===== src/rtl/add_disp_pkg.sv =====
`default_nettype none
// ============================================================================
// Module   : add_disp_pkg
// Brief    : Shared types and constants for the adder/BCD/display controller.
// Revision : 1.0
// ============================================================================
package add_disp_pkg;

    typedef enum logic [1:0] {
        IDLE = 2'd0,
        ADD  = 2'd1,
        CONV = 2'd2,
        DONE = 2'd3
    } state_t;

    // Segment order {g,f,e,d,c,b,a}, active-high
    localparam logic [6:0] SEG_0     = 7'b0111111;
    localparam logic [6:0] SEG_1     = 7'b0000110;
    localparam logic [6:0] SEG_2     = 7'b1011011;
    localparam logic [6:0] SEG_3     = 7'b1001111;
    localparam logic [6:0] SEG_4     = 7'b1100110;
    localparam logic [6:0] SEG_5     = 7'b1101101;
    localparam logic [6:0] SEG_6     = 7'b1111101;
    localparam logic [6:0] SEG_7     = 7'b0000111;
    localparam logic [6:0] SEG_8     = 7'b1111111;
    localparam logic [6:0] SEG_9     = 7'b1101111;
    localparam logic [6:0] SEG_E     = 7'b1111001;
    localparam logic [6:0] SEG_BLANK = 7'b0000000;

    localparam int CONV_ITERS = 5;

    function automatic logic [3:0] bcd_adjust(input logic [3:0] digit);
        return (digit >= 4'd5) ? digit + 4'd3 : digit;
    endfunction

endpackage
`default_nettype wire


===== src/rtl/add_disp_seg_decode.sv =====
`default_nettype none
// ============================================================================
// Module   : add_disp_seg_decode
// Brief    : Combinational BCD digit to seven-segment pattern decoder.
// Revision : 1.0
// ============================================================================
module add_disp_seg_decode
    import add_disp_pkg::*;
(
    input  logic [3:0] bcd,
    output logic [6:0] seg
);

    always_comb begin
        seg = SEG_E;
        case (bcd)
            4'd0:    seg = SEG_0;
            4'd1:    seg = SEG_1;
            4'd2:    seg = SEG_2;
            4'd3:    seg = SEG_3;
            4'd4:    seg = SEG_4;
            4'd5:    seg = SEG_5;
            4'd6:    seg = SEG_6;
            4'd7:    seg = SEG_7;
            4'd8:    seg = SEG_8;
            4'd9:    seg = SEG_9;
            default: seg = SEG_E;
        endcase
    end

endmodule
`default_nettype wire


===== src/rtl/add_disp_ctrl.sv =====
`default_nettype none
// ============================================================================
// Module   : add_disp_ctrl
// Brief    : Two-requester shared 4-bit adder, serial BCD conversion and
//            multiplexed two-digit seven-segment display.
//            Option ADD_DISP_BLANK_LZ_EN blanks a zero tens digit.
// Revision : 1.0
// ============================================================================
module add_disp_ctrl
    import add_disp_pkg::*;
#(
    parameter int REFRESH_DIV = 100000
) (
    input  logic       clk,
    input  logic       rst_n,
    input  logic       req_a,
    input  logic [3:0] a_a,
    input  logic [3:0] b_a,
    output logic       ack_a,
    input  logic       req_b,
    input  logic [3:0] a_b,
    input  logic [3:0] b_b,
    output logic       ack_b,
    output logic       busy,
    output logic       sum_valid,
    output logic [4:0] sum_bin,
    output logic [6:0] seg,
    output logic [1:0] an
);

    localparam int REF_W = (REFRESH_DIV > 2) ? $clog2(REFRESH_DIV) : 1;

    state_t      r_state;
    state_t      w_state_nxt;
    logic        r_prio_b;
    logic [3:0]  r_op_a;
    logic [3:0]  r_op_b;
    logic [4:0]  r_sum;
    logic [12:0] r_shift;
    logic [2:0]  r_iter;
    logic [3:0]  r_tens;
    logic [3:0]  r_ones;
    logic [4:0]  r_sum_bin;
    logic        r_ack_a;
    logic        r_ack_b;
    logic        r_sum_valid;
    logic [REF_W-1:0] r_ref_cnt;
    logic        r_digit_sel;

    logic        w_any_req;
    logic        w_grant_b;
    logic [12:0] w_adj;
    logic [3:0]  w_digit;
    logic [6:0]  w_seg_dec;

    assign w_any_req = req_a | req_b;
    // B wins only when alone or when the pointer favours it
    assign w_grant_b = req_b & (~req_a | r_prio_b);
    assign w_adj     = {bcd_adjust(r_shift[12:9]), bcd_adjust(r_shift[8:5]), r_shift[4:0]};

    always_ff @(posedge clk) begin
        if (!rst_n) begin
            r_state <= IDLE;
        end else begin
            r_state <= w_state_nxt;
        end
    end

    always_comb begin
        w_state_nxt = r_state;
        case (r_state)
            IDLE:    if (w_any_req) w_state_nxt = ADD;
            ADD:     w_state_nxt = CONV;
            CONV:    if (r_iter == 3'd1) w_state_nxt = DONE;
            DONE:    w_state_nxt = IDLE;
            default: w_state_nxt = IDLE;
        endcase
    end

    always_ff @(posedge clk) begin
        if (!rst_n) begin
            r_prio_b    <= 1'b0;
            r_op_a      <= 4'd0;
            r_op_b      <= 4'd0;
            r_sum       <= 5'd0;
            r_shift     <= 13'd0;
            r_iter      <= 3'd0;
            r_tens      <= 4'd0;
            r_ones      <= 4'd0;
            r_sum_bin   <= 5'd0;
            r_ack_a     <= 1'b0;
            r_ack_b     <= 1'b0;
            r_sum_valid <= 1'b0;
        end else begin
            r_ack_a     <= 1'b0;
            r_ack_b     <= 1'b0;
            r_sum_valid <= 1'b0;
            case (r_state)
                IDLE: begin
                    if (w_any_req) begin
                        r_op_a   <= w_grant_b ? a_b : a_a;
                        r_op_b   <= w_grant_b ? b_b : b_a;
                        r_ack_a  <= ~w_grant_b;
                        r_ack_b  <= w_grant_b;
                        r_prio_b <= ~w_grant_b;
                    end
                end
                ADD: begin
                    r_sum   <= {1'b0, r_op_a} + {1'b0, r_op_b};
                    r_shift <= {8'd0, {1'b0, r_op_a} + {1'b0, r_op_b}};
                    r_iter  <= 3'(CONV_ITERS);
                end
                CONV: begin
                    r_shift <= w_adj << 1;
                    r_iter  <= r_iter - 3'd1;
                end
                DONE: begin
                    r_tens      <= r_shift[12:9];
                    r_ones      <= r_shift[8:5];
                    r_sum_bin   <= r_sum;
                    r_sum_valid <= 1'b1;
                end
                default: ;
            endcase
        end
    end

    // Display refresh runs regardless of the arithmetic sequencer
    always_ff @(posedge clk) begin
        if (!rst_n) begin
            r_ref_cnt   <= '0;
            r_digit_sel <= 1'b0;
        end else if (r_ref_cnt == REF_W'(REFRESH_DIV - 1)) begin
            r_ref_cnt   <= '0;
            r_digit_sel <= ~r_digit_sel;
        end else begin
            r_ref_cnt <= r_ref_cnt + 1'b1;
        end
    end

    assign w_digit = r_digit_sel ? r_tens : r_ones;

    add_disp_seg_decode u_seg_decode (
        .bcd (w_digit),
        .seg (w_seg_dec)
    );

`ifdef ADD_DISP_BLANK_LZ_EN
    assign seg = (r_digit_sel && (r_tens == 4'd0)) ? SEG_BLANK : w_seg_dec;
`else
    assign seg = w_seg_dec;
`endif

    assign an        = r_digit_sel ? 2'b01 : 2'b10;
    assign busy      = (r_state != IDLE);
    assign ack_a     = r_ack_a;
    assign ack_b     = r_ack_b;
    assign sum_valid = r_sum_valid;
    assign sum_bin   = r_sum_bin;

endmodule
`default_nettype wire


===== config.mk =====
export PLATFORM = sky130hd
export DESIGN_NAME = add_disp_ctrl
export DESIGN_NICKNAME = d
export VERILOG_FILES = /design/src/rtl/add_disp_pkg.sv /design/src/rtl/add_disp_seg_decode.sv /design/src/rtl/add_disp_ctrl.sv
export SDC_FILE = /design/constraint.sdc
export NUM_CORES = 1
export LEC_CHECK = 0
export BUFFER_PORTS_ARGS = -buffer_cell sky130_fd_sc_hd__clkbuf_2
export CORE_ASPECT_RATIO = 1.1
export CORE_UTILIZATION = 47
export DETAILED_ROUTE_END_ITERATION = 16
export PLACE_DENSITY = 0.67
export SYNTH_ARGS = -nofsm -noshare
export SYNTH_HDL_FRONTEND = slang
export SYNTH_HIERARCHICAL = 1
export SYNTH_SLANG_ARGS = --single-unit

===== constraint.sdc =====
create_clock -name clk -period 3.2 [get_ports clk]
set_input_delay 0.96 -clock clk [delete_from_list [all_inputs] [get_ports clk]]
set_output_delay 0.96 -clock clk [all_outputs]
set_load 0.01 [all_outputs]

==> results of run 1 <==
Yosys cell counts (8+ instances only):
cell type	n	area, um2
dfxtp_1	66	1321
nor2_1	40	150.1
inv_1	30	112.6
ha_1	21	262.8
mux2i_1	18	180.2
a21oi_1	12	60.06
clkbuf_1	12	45.04
xnor2_1	12	105.1
nand3_1	10	50.05
o21ai_0	10	50.05
a222oi_1	8	80.08
nand2b_1	8	50.05
nand4_1	8	50.05
critical path, cell delays in order (launching register included):
cell	delay, ns
dfxtp_1	0.48
mux2_2	0.44
inv_1	0.14
ha_1	0.25
nand2b_1	0.14
a21o_1	0.17
clkbuf_2	0.12
report_power, final:
part / switching, mW / leakage (nW) / internal [mW]
clock: 0.293 / 0.0962 / 0.375
combinational: 0.295 / 0.815 / 0.240
sequential: 0.0718 / 0.536 / 0.933
state kept, by name, indices dropped and copies added, names as in the netlist:
signal and cells:
ack_a 1, ack_b 1, r_digit_sel 1, r_iter 3, r_ones 4, r_op_a 4
r_op_b 4, r_prio_b 1, r_ref_cnt 17, r_shift 13, r_state 2, r_sum 5
r_tens 4, sum_bin 5, sum_valid 1
metrics by stage:
stage | utilization, % | instances | setup slack, ns | hold WS [ns]
2_1_floorplan | - | 339 | 0.6219 | 0.4352
3_3_place_gp | 51.69 | 444 | 0.5853 | 0.4490
3_5_place_dp | 51.69 | 444 | 0.5250 | 0.4544
4_1_cts | 54.50 | 459 | 0.1420 | 0.4711
5_1_grt | 54.50 | 459 | 0.06320 | 0.4911
6_report | 54.50 | 459 | 0.1645 | 0.4661
layout make-up:
cell class              count  area [um2]  area share [%]
clock inverters             3       40.04           1.114
inverters                  30       112.6           3.134
multi-input cells         227        1672           46.52
well taps                  82       102.6           2.855
flip-flops and latches     66        1321           36.77
repair buffers             39       200.2           5.571
clock buffers              12       145.1           4.039
routing by layer:
| layer | GRT usage [%] | share of wire (%) | up-vias |
|---|---|---|---|
| met5 | 0 | 0 | - |
| met4 | 9.578 | 2.0 | 0 |
| met3 | 3.505 | 2.6 | 9 |
| met2 | 26.73 | 45 | 31 |
| met1 | 24.49 | 50 | 1103 |
| li1 | - | - | 1257 |
cell families after synthesis:
kind of cell	count (synthesis)	synth area share, %
buffers and inverters	46	6.270
muxes	24	7.758
DFF	66	41.38
AOI/OAI and AO/OA	60	13.64
xor gates and xnor gates	18	4.937
and+or+nand+nor	103	17.16
adders and majority gates	22	8.856
worst paths after layout:
| path | cells past startpoint | slack, ns | to |
|---|---|---|---|
| worst max register to register | 4 | 1.07 | r_ref_cnt[9] |
| worst max-delay path | 6 | 0.16 | seg[3] |
| worst min register to register | 1 | 0.47 | r_ref_cnt[0] |
| worst min-delay path | 1 | 0.47 | r_ref_cnt[0] |
==> out/qor.yml, run 1 <==
run_status:
  status: "complete, no violations"
synthesis:
  syn_area_mm2: 0.003193
  syn_inst: 339
  syn_nets: 381
  async_reset_ff_share_pct: 0
  synth.avg_cell_area_um2: 9.419
  synth.distinct_cells: 51
  yosysSeqAreaShare_pct: 41.38
  ys_ff_latch: 66
  yosysWarnings: 6
  synth-edff-count: 0
  ys.flop_type: "dfxtp_1"
timing:
  setup_tns_ns: 0
  finClkSkew_ns: 0.005998
  fmax_ghz: 0.3294
  finalHoldViolCount: 0
  slew_headroom_pct: 44.74
  rsz0062_at_grt: "false"
  fin_crit_ns: 3.035
  setup_viol: 0
  worst_pin_slew_ns: 0.8289
  slew_violations: 0
  period_share_pct: 94.86
layout:
  fin_area_mm2: 0.003593
  layout.cells.most_common: "dfxtp_1"
  drive_gt1_share_pct: 18.04
  final_nets: 415
  fill_cells: 621
  area_growth_pct: 12.54
  layout_common_cells: "dfxtp_1, nor2_1, clkbuf_2, inv_1, ha_1"
  antenna_cells: 0
power_and_ir_drop:
  peakVddDrop_mv: 0.3490
  cellLeakagePower_nw: 1.448
  power_mw: 2.207
  power_density_mw_per_mm2: 614.3
clock_network:
  cts_setup_buffers: 0
  clockBufferDepth: 2
  cts_resized: 0
  clockRootBuffer: "clkbuf_8"
  htree_levels: 3
  numCtsBuffers: 9
  hold_buffers: 0
  clock_latency_ns: 0.34
  cts_sinks: 66
  clk_transition_reported_paths_ns: 0.07
  tritoncts: "built"
min_path:
  min_from: "r_ref_cnt[0]"
  hp-class: "flip-flop to flip-flop"
global_route:
  antenna_found_initial: 0
  grt_pass1_wl_um: 9791
  grt_max_degree: 31
  grt_overflow: 0
  grt_usage_pct: 17.94
  grt_pass1_vias: 2155
place:
  gp_congestion: 0.7678
  io_buffers: 37
  dpl_cell_area_mm2: 0.003408
  dp_hpwl_um: 4162
detailed_routing:
  drtAntennaViolNets: 0
  post_drt_wl_per_cell_um: 12.84
  drt_pre_antenna_iters: 5
  drc_errors: 0
  vias_per_cell: 5.229
  routed_wirelength_um: 5895
  via_count: 2400
  dr.first_iter.drc_count: 121
floorplan:
  ioPinCount: 38
  die_h_um: 88.45
  dieArea_mm2: 0.007128
  coreArea_mm2: 0.006594
  initial_core_util_pct: 48.43
  die_w_um: 80.59
  rows: 31
critical_path:
  crit_start: "r_digit_sel"
  crit_type: "flip-flop to output port"
  start_kind: "flip-flop"
  required_ns: 2.24
  crit_path_max_fanout: 7
  critPathArrivalTime_ns: 2.08
  end_kind: "output port"
  timing.rr.start: "r_ref_cnt[11]"
job:
  drv_cap: 0
(Power assumes the default switching activity.)
==> run 2: changes to the inputs <==
--- a/config.mk
+++ b/config.mk
@@ -9,7 +9,7 @@
 export CORE_ASPECT_RATIO = 1.1
 export CORE_UTILIZATION = 47
 export DETAILED_ROUTE_END_ITERATION = 16
-export PLACE_DENSITY = 0.67
+export PLACE_DENSITY = 0.74
 export SYNTH_ARGS = -nofsm -noshare
 export SYNTH_HDL_FRONTEND = slang
 export SYNTH_HIERARCHICAL = 1
==> run 2 against run 1 <==
  * Non-clock buffer count stayed put
  * Worst hold slack better by 0.0033 ns
  * Largest power group unchanged
  * Worst setup slack better by 0.012 ns
  * Critical endpoint unchanged
  * Core utilization is 0.49 points higher
  * Clock power is 14% higher
==> out/qor.yml, run 2 (synthesized netlist as in run 1, its figures left out) <==
run_status:
  status: "complete, no violations"
layout:
  final_util_pct: 54.99
  fill_cells: 601
  finalNonFillerCells: 460
  top_regs: "r_ref_cnt: 17 flops, r_shift: 13 flops"
  drive_gt1_share_pct: 18.78
  layout_common_cells: "dfxtp_1, nor2_1, clkbuf_2, inv_1, ha_1"
  largest-register: "r_ref_cnt"
  seq_area_mm2: 0.001321
  area_growth_pct: 13.56
  final_nets: 415
  largest_reg_flops: 17
  layout.cells.most_common: "dfxtp_1"
  multi_input_area_mm2: 0.001672
  antenna_cells: 0
critical_path:
  end_kind: "output port"
  start_kind: "flip-flop"
  required_ns: 2.24
  critPathArrivalTime_ns: 2.06
  crit_type: "flip-flop to output port"
  crit_path_max_fanout: 7
detailed_routing:
  vias_per_cell: 5.378
  routed_wirelength_um: 5912
  drt_pre_antenna_iters: 4
  drtAntennaViolNets: 0
  drc_errors: 0
  via_count: 2474
  post_drt_wl_per_cell_um: 12.85
  dr.first_iter.drc_count: 92
timing:
  fin_crit_ns: 3.024
  finalHoldViolCount: 0
  finClkSkew_ns: 0.005538
  slew_violations: 0
  fmax_ghz: 0.3307
  setup_tns_ns: 0
  period_share_pct: 94.49
  worst_pin_slew_ns: 0.8441
  setup_viol: 0
  rsz0062_at_grt: "false"
  slew_headroom_pct: 43.73
clock_network:
  clockBufferDepth: 2
  tritoncts: "built"
  clockRootBuffer: "clkbuf_8"
  clock_latency_ns: 0.34
  numCtsBuffers: 9
  htree_levels: 3
  clk_transition_reported_paths_ns: 0.07
  cts_sinks: 66
  hold_buffers: 0
  cts_setup_buffers: 0
  cts_resized: 0
global_route:
  grt_pass1_wl_um: 10200
  grt_pass1_vias: 2284
  antenna_found_initial: 0
  grt_overflow: 0
  grt_usage_pct: 18.61
  grt_max_degree: 31
power_and_ir_drop:
  swShare_pct: 29.42
  combPwrFrac_pct: 23.5
  peakVddDrop_mv: 0.3964
  power_frac_seq_pct: 43.6
  cell_internal_pwr_mw: 1.628
  power_density_mw_per_mm2: 636.2
  power_frac_clock_pct: 32.9
  power_mw: 2.307
  cellLeakagePower_nw: 1.467
  p_sw_mw: 0.6788
floorplan:
  rows: 31
  coreArea_mm2: 0.006594
  initial_core_util_pct: 48.43
  die_w_um: 80.59
  ioPinCount: 38
  die_h_um: 88.45
  dieArea_mm2: 0.007128
job:
  drv_cap: 0
place:
  gp_congestion: 0.7973
  io_buffers: 37
  dp_hpwl_um: 4161
  dp.cells: 444
min_path:
  hp-class: "flip-flop to flip-flop"
run 2: cell types whose count changed in the layout (fill, tap and decap cells not counted):
cell,delta
bufinv_16,+1
clkbuf_1,-2
clkinv_2,+2
run 2: power groups by stage:
stage | clock, mW | combinational [mW] | sequential (mW)
5_1_grt | 0.816 | 0.612 | 1.02
3_5_place_dp | 0 | 0.543 | 1.02
6_report | 0.760 | 0.541 | 1.01
3_3_place_gp | 0 | 0.527 | 1.02
2_1_floorplan | 0 | 0.418 | 1.01
4_1_cts | 0.772 | 0.545 | 1.01
run 2: final cells by class:
type,count,share of cell area [%]
Tap cell,82,2.830
Multi-Input combinational cell,227,46.10
Clock inverter,6,2.208
Sequential cell,66,36.44
Inverter,30,3.106
Timing Repair Buffer,39,5.521
Clock buffer,10,3.796
run 2: final timing paths:
kind | start | end | slack [ns] | cells past startpoint
hold reg to reg | r_ref_cnt[0] | r_ref_cnt[0] | 0.47 | 1
setup / recovery | r_digit_sel | seg[3] | 0.18 | 6
hold / removal | r_ref_cnt[0] | r_ref_cnt[0] | 0.47 | 1
setup reg to reg | r_ref_cnt[11] | r_ref_cnt[9] | 1.08 | 4
run 2: worst max-delay path: stages, from the launching register on:
cell      delay, ns
dfxtp_1        0.48
mux2_2         0.43
inv_1          0.13
ha_1           0.25
nand2b_1       0.14
a21o_1         0.17
clkbuf_2       0.12
run 2: stage by stage:
stage | instance area, um2 | hold WS [ns] | setup WS, ns
floorplan | 3193 | 0.4352 | 0.6219
finish | 3626 | 0.4693 | 0.1763
global placement | 3408 | 0.4519 | 0.5811
CTS | 3626 | 0.4735 | 0.1468
global route | 3626 | 0.5048 | 0.06026
detailed placement | 3408 | 0.4540 | 0.5166
run 2: metal layers:
| metal | track usage, % | vias to the layer above | part of all wire, % | routed length, um |
|---|---|---|---|---|
| li1 | - | 1259 | - | - |
| met3 | 4.330 | 7 | 3.5 | 208 |
| met5 | 0 | - | 0 | 0 |
| met2 | 30.28 | 39 | 47 | 2758 |
| met4 | 7.305 | 0 | 1.7 | 99 |
| met1 | 23.89 | 1169 | 48 | 2845 |
==> run 3: changes to the inputs <==
--- a/config.mk
+++ b/config.mk
@@ -6,10 +6,13 @@
 export NUM_CORES = 1
 export LEC_CHECK = 0
 export BUFFER_PORTS_ARGS = -buffer_cell sky130_fd_sc_hd__clkbuf_2
+export CAP_MARGIN = 20
+export CELL_PAD_IN_SITES_DETAIL_PLACEMENT = 0
+export CELL_PAD_IN_SITES_GLOBAL_PLACEMENT = 1
 export CORE_ASPECT_RATIO = 1.1
-export CORE_UTILIZATION = 47
+export CORE_UTILIZATION = 44
 export DETAILED_ROUTE_END_ITERATION = 16
-export PLACE_DENSITY = 0.74
+export PLACE_DENSITY = 0.85
 export SYNTH_ARGS = -nofsm -noshare
 export SYNTH_HDL_FRONTEND = slang
 export SYNTH_HIERARCHICAL = 1
==> run 3 against run 2 <==
  * Global-route usage down 1.3 points
  * Largest cell class unchanged
  * Worst setup slack better by 0.0089 ns
  * Sequential power about the same
  * Critical endpoint unchanged
  * Largest power group unchanged
==> out/qor.yml, run 3 (synthesized netlist as in run 1, its figures left out) <==
layout:
  antenna_cells: 0
  final_nets: 415
  drive_gt1_share_pct: 18.57
  fill_cells: 664
  layout.cells.most_common: "dfxtp_1"
  layout_common_cells: "dfxtp_1, nor2_1, clkbuf_2, inv_1, ha_1"
  top_regs: "r_ref_cnt: 17 flops, r_shift: 13 flops"
  largest-register: "r_ref_cnt"
  largest_reg_flops: 17
  area_growth_pct: 12.77
clock_network:
  hold_buffers: 0
  tritoncts: "built"
  cts_resized: 0
  clockBufferDepth: 2
  clockRootBuffer: "clkbuf_8"
  cts_sinks: 66
  clock_latency_ns: 0.34
  cts_setup_buffers: 0
  numCtsBuffers: 9
  htree_levels: 3
  clk_transition_reported_paths_ns: 0.06
place:
  post-place-ws_ns: 0.5397
  io_buffers: 37
  dp_hpwl_um: 4327
  gp_congestion: 0.7631
global_route:
  antenna_found_initial: 0
  grt_max_degree: 31
  grt_pass1_wl_um: 10750
  grt_pass1_vias: 2350
  grt_overflow: 0
  grt_usage_pct: 17.30
critical_path:
  end_kind: "output port"
  rr_worst_depth: 4
  critPathArrivalTime_ns: 2.05
  required_ns: 2.24
  crit_type: "flip-flop to output port"
  crit_path_max_fanout: 7
  start_kind: "flip-flop"
timing:
  fin_ws_ns: 0.1853
  finClkSkew_ns: 0.009518
  setup_viol: 0
  slew_violations: 0
  slew_headroom_pct: 44.73
  fmax_ghz: 0.3317
  finalHoldViolCount: 0
  rsz0062_at_grt: "false"
  period_share_pct: 94.21
  fin_crit_ns: 3.015
  worst_pin_slew_ns: 0.8290
  setup_tns_ns: 0
detailed_routing:
  vias_per_cell: 5.297
  post_drt_wl_per_cell_um: 13.25
  drt_pre_antenna_iters: 6
  drtAntennaViolNets: 0
  dr.first_iter.drc_count: 104
  via_count: 2447
  drc_errors: 0
  routed_wirelength_um: 6120
power_and_ir_drop:
  cell_internal_pwr_mw: 1.533
  p_sw_mw: 0.6704
  cellLeakagePower_nw: 1.453
  power_frac_seq_pct: 45.8
  swShare_pct: 30.43
  power_density_mw_per_mm2: 611.8
  combPwrFrac_pct: 24.5
  peakVddDrop_mv: 0.5088
  power_frac_clock_pct: 29.7
floorplan:
  ioPinCount: 38
  coreArea_mm2: 0.007007
  rows: 32
  die_h_um: 91.35
  initial_core_util_pct: 45.57
  die_w_um: 83.23
  dieArea_mm2: 0.007602
min_path:
  whs_path_depth: 1
  hp-class: "flip-flop to flip-flop"
job:
  drv_cap: 0
run_status:
  status: "complete, no violations"
## run 3: changes by cell type in the layout (fill, tap and decap cells not counted)
cell / delta
bufinv_16: -2
clkbuf_8: +3
clkinv_2: -2
## run 3: metrics by stage
stage	hold slack [ns]	instance area [um2]	std cells	util (%)	power [mW]
after floorplan	0.4352	3193	339	-	1.426
after global placement	0.4473	3412	447	48.70	1.552
after detailed placement	0.4567	3412	447	48.70	1.566
after CTS	0.4753	3601	462	51.39	2.227
after global routing	0.5009	3601	462	51.39	2.337
final	0.4691	3601	462	51.39	2.203
## run 3: worst max-delay path: stages, from the launching register on
cell and delay [ns]:
dfxtp_1 0.48, mux2_2 0.43, inv_1 0.13, ha_1 0.25, nand2b_1 0.14, a21o_1 0.17
clkbuf_2 0.12
## run 3: area by class of cell
class                      instances  area, um2  share of cell area (%)
inverter                          30      112.6                   3.127
multi-input combinational        227       1672                   46.42
sequential                        66       1321                   36.69
timing repair buffer              39      200.2                   5.559
clock buffer                      13      178.9                   4.969
tap                               85      106.4                   2.953
clock inverter                     2      10.01                  0.2780
## run 3: path summary, 6_finish.rpt
kind                      start       endpoint  slack, ns
setup / recovery    r_digit_sel         seg[3]       0.19
hold / removal     r_ref_cnt[0]   r_ref_cnt[0]       0.47
hold reg to reg    r_ref_cnt[0]   r_ref_cnt[0]       0.47
setup reg to reg  r_ref_cnt[11]  r_ref_cnt[14]       0.97
## run 3: routing by layer
metal	GRT usage, %	share of wire, %	vias to the layer above
li1	-	-	1261
met1	22.25	49	1128
met2	28.01	46	48
met3	2.818	3.7	10
met4	8.621	2.0	0
met5	0	0	-
## run 3: power by group through the flow
stage / clock network [mW] / registers [mW] / logic [mW]
finish: 0.654 / 1.01 / 0.541
global route: 0.701 / 1.02 / 0.612
CTS: 0.673 / 1.01 / 0.546
detailed placement: 0 / 1.02 / 0.542
global placement: 0 / 1.02 / 0.530
floorplan: 0 / 1.01 / 0.418
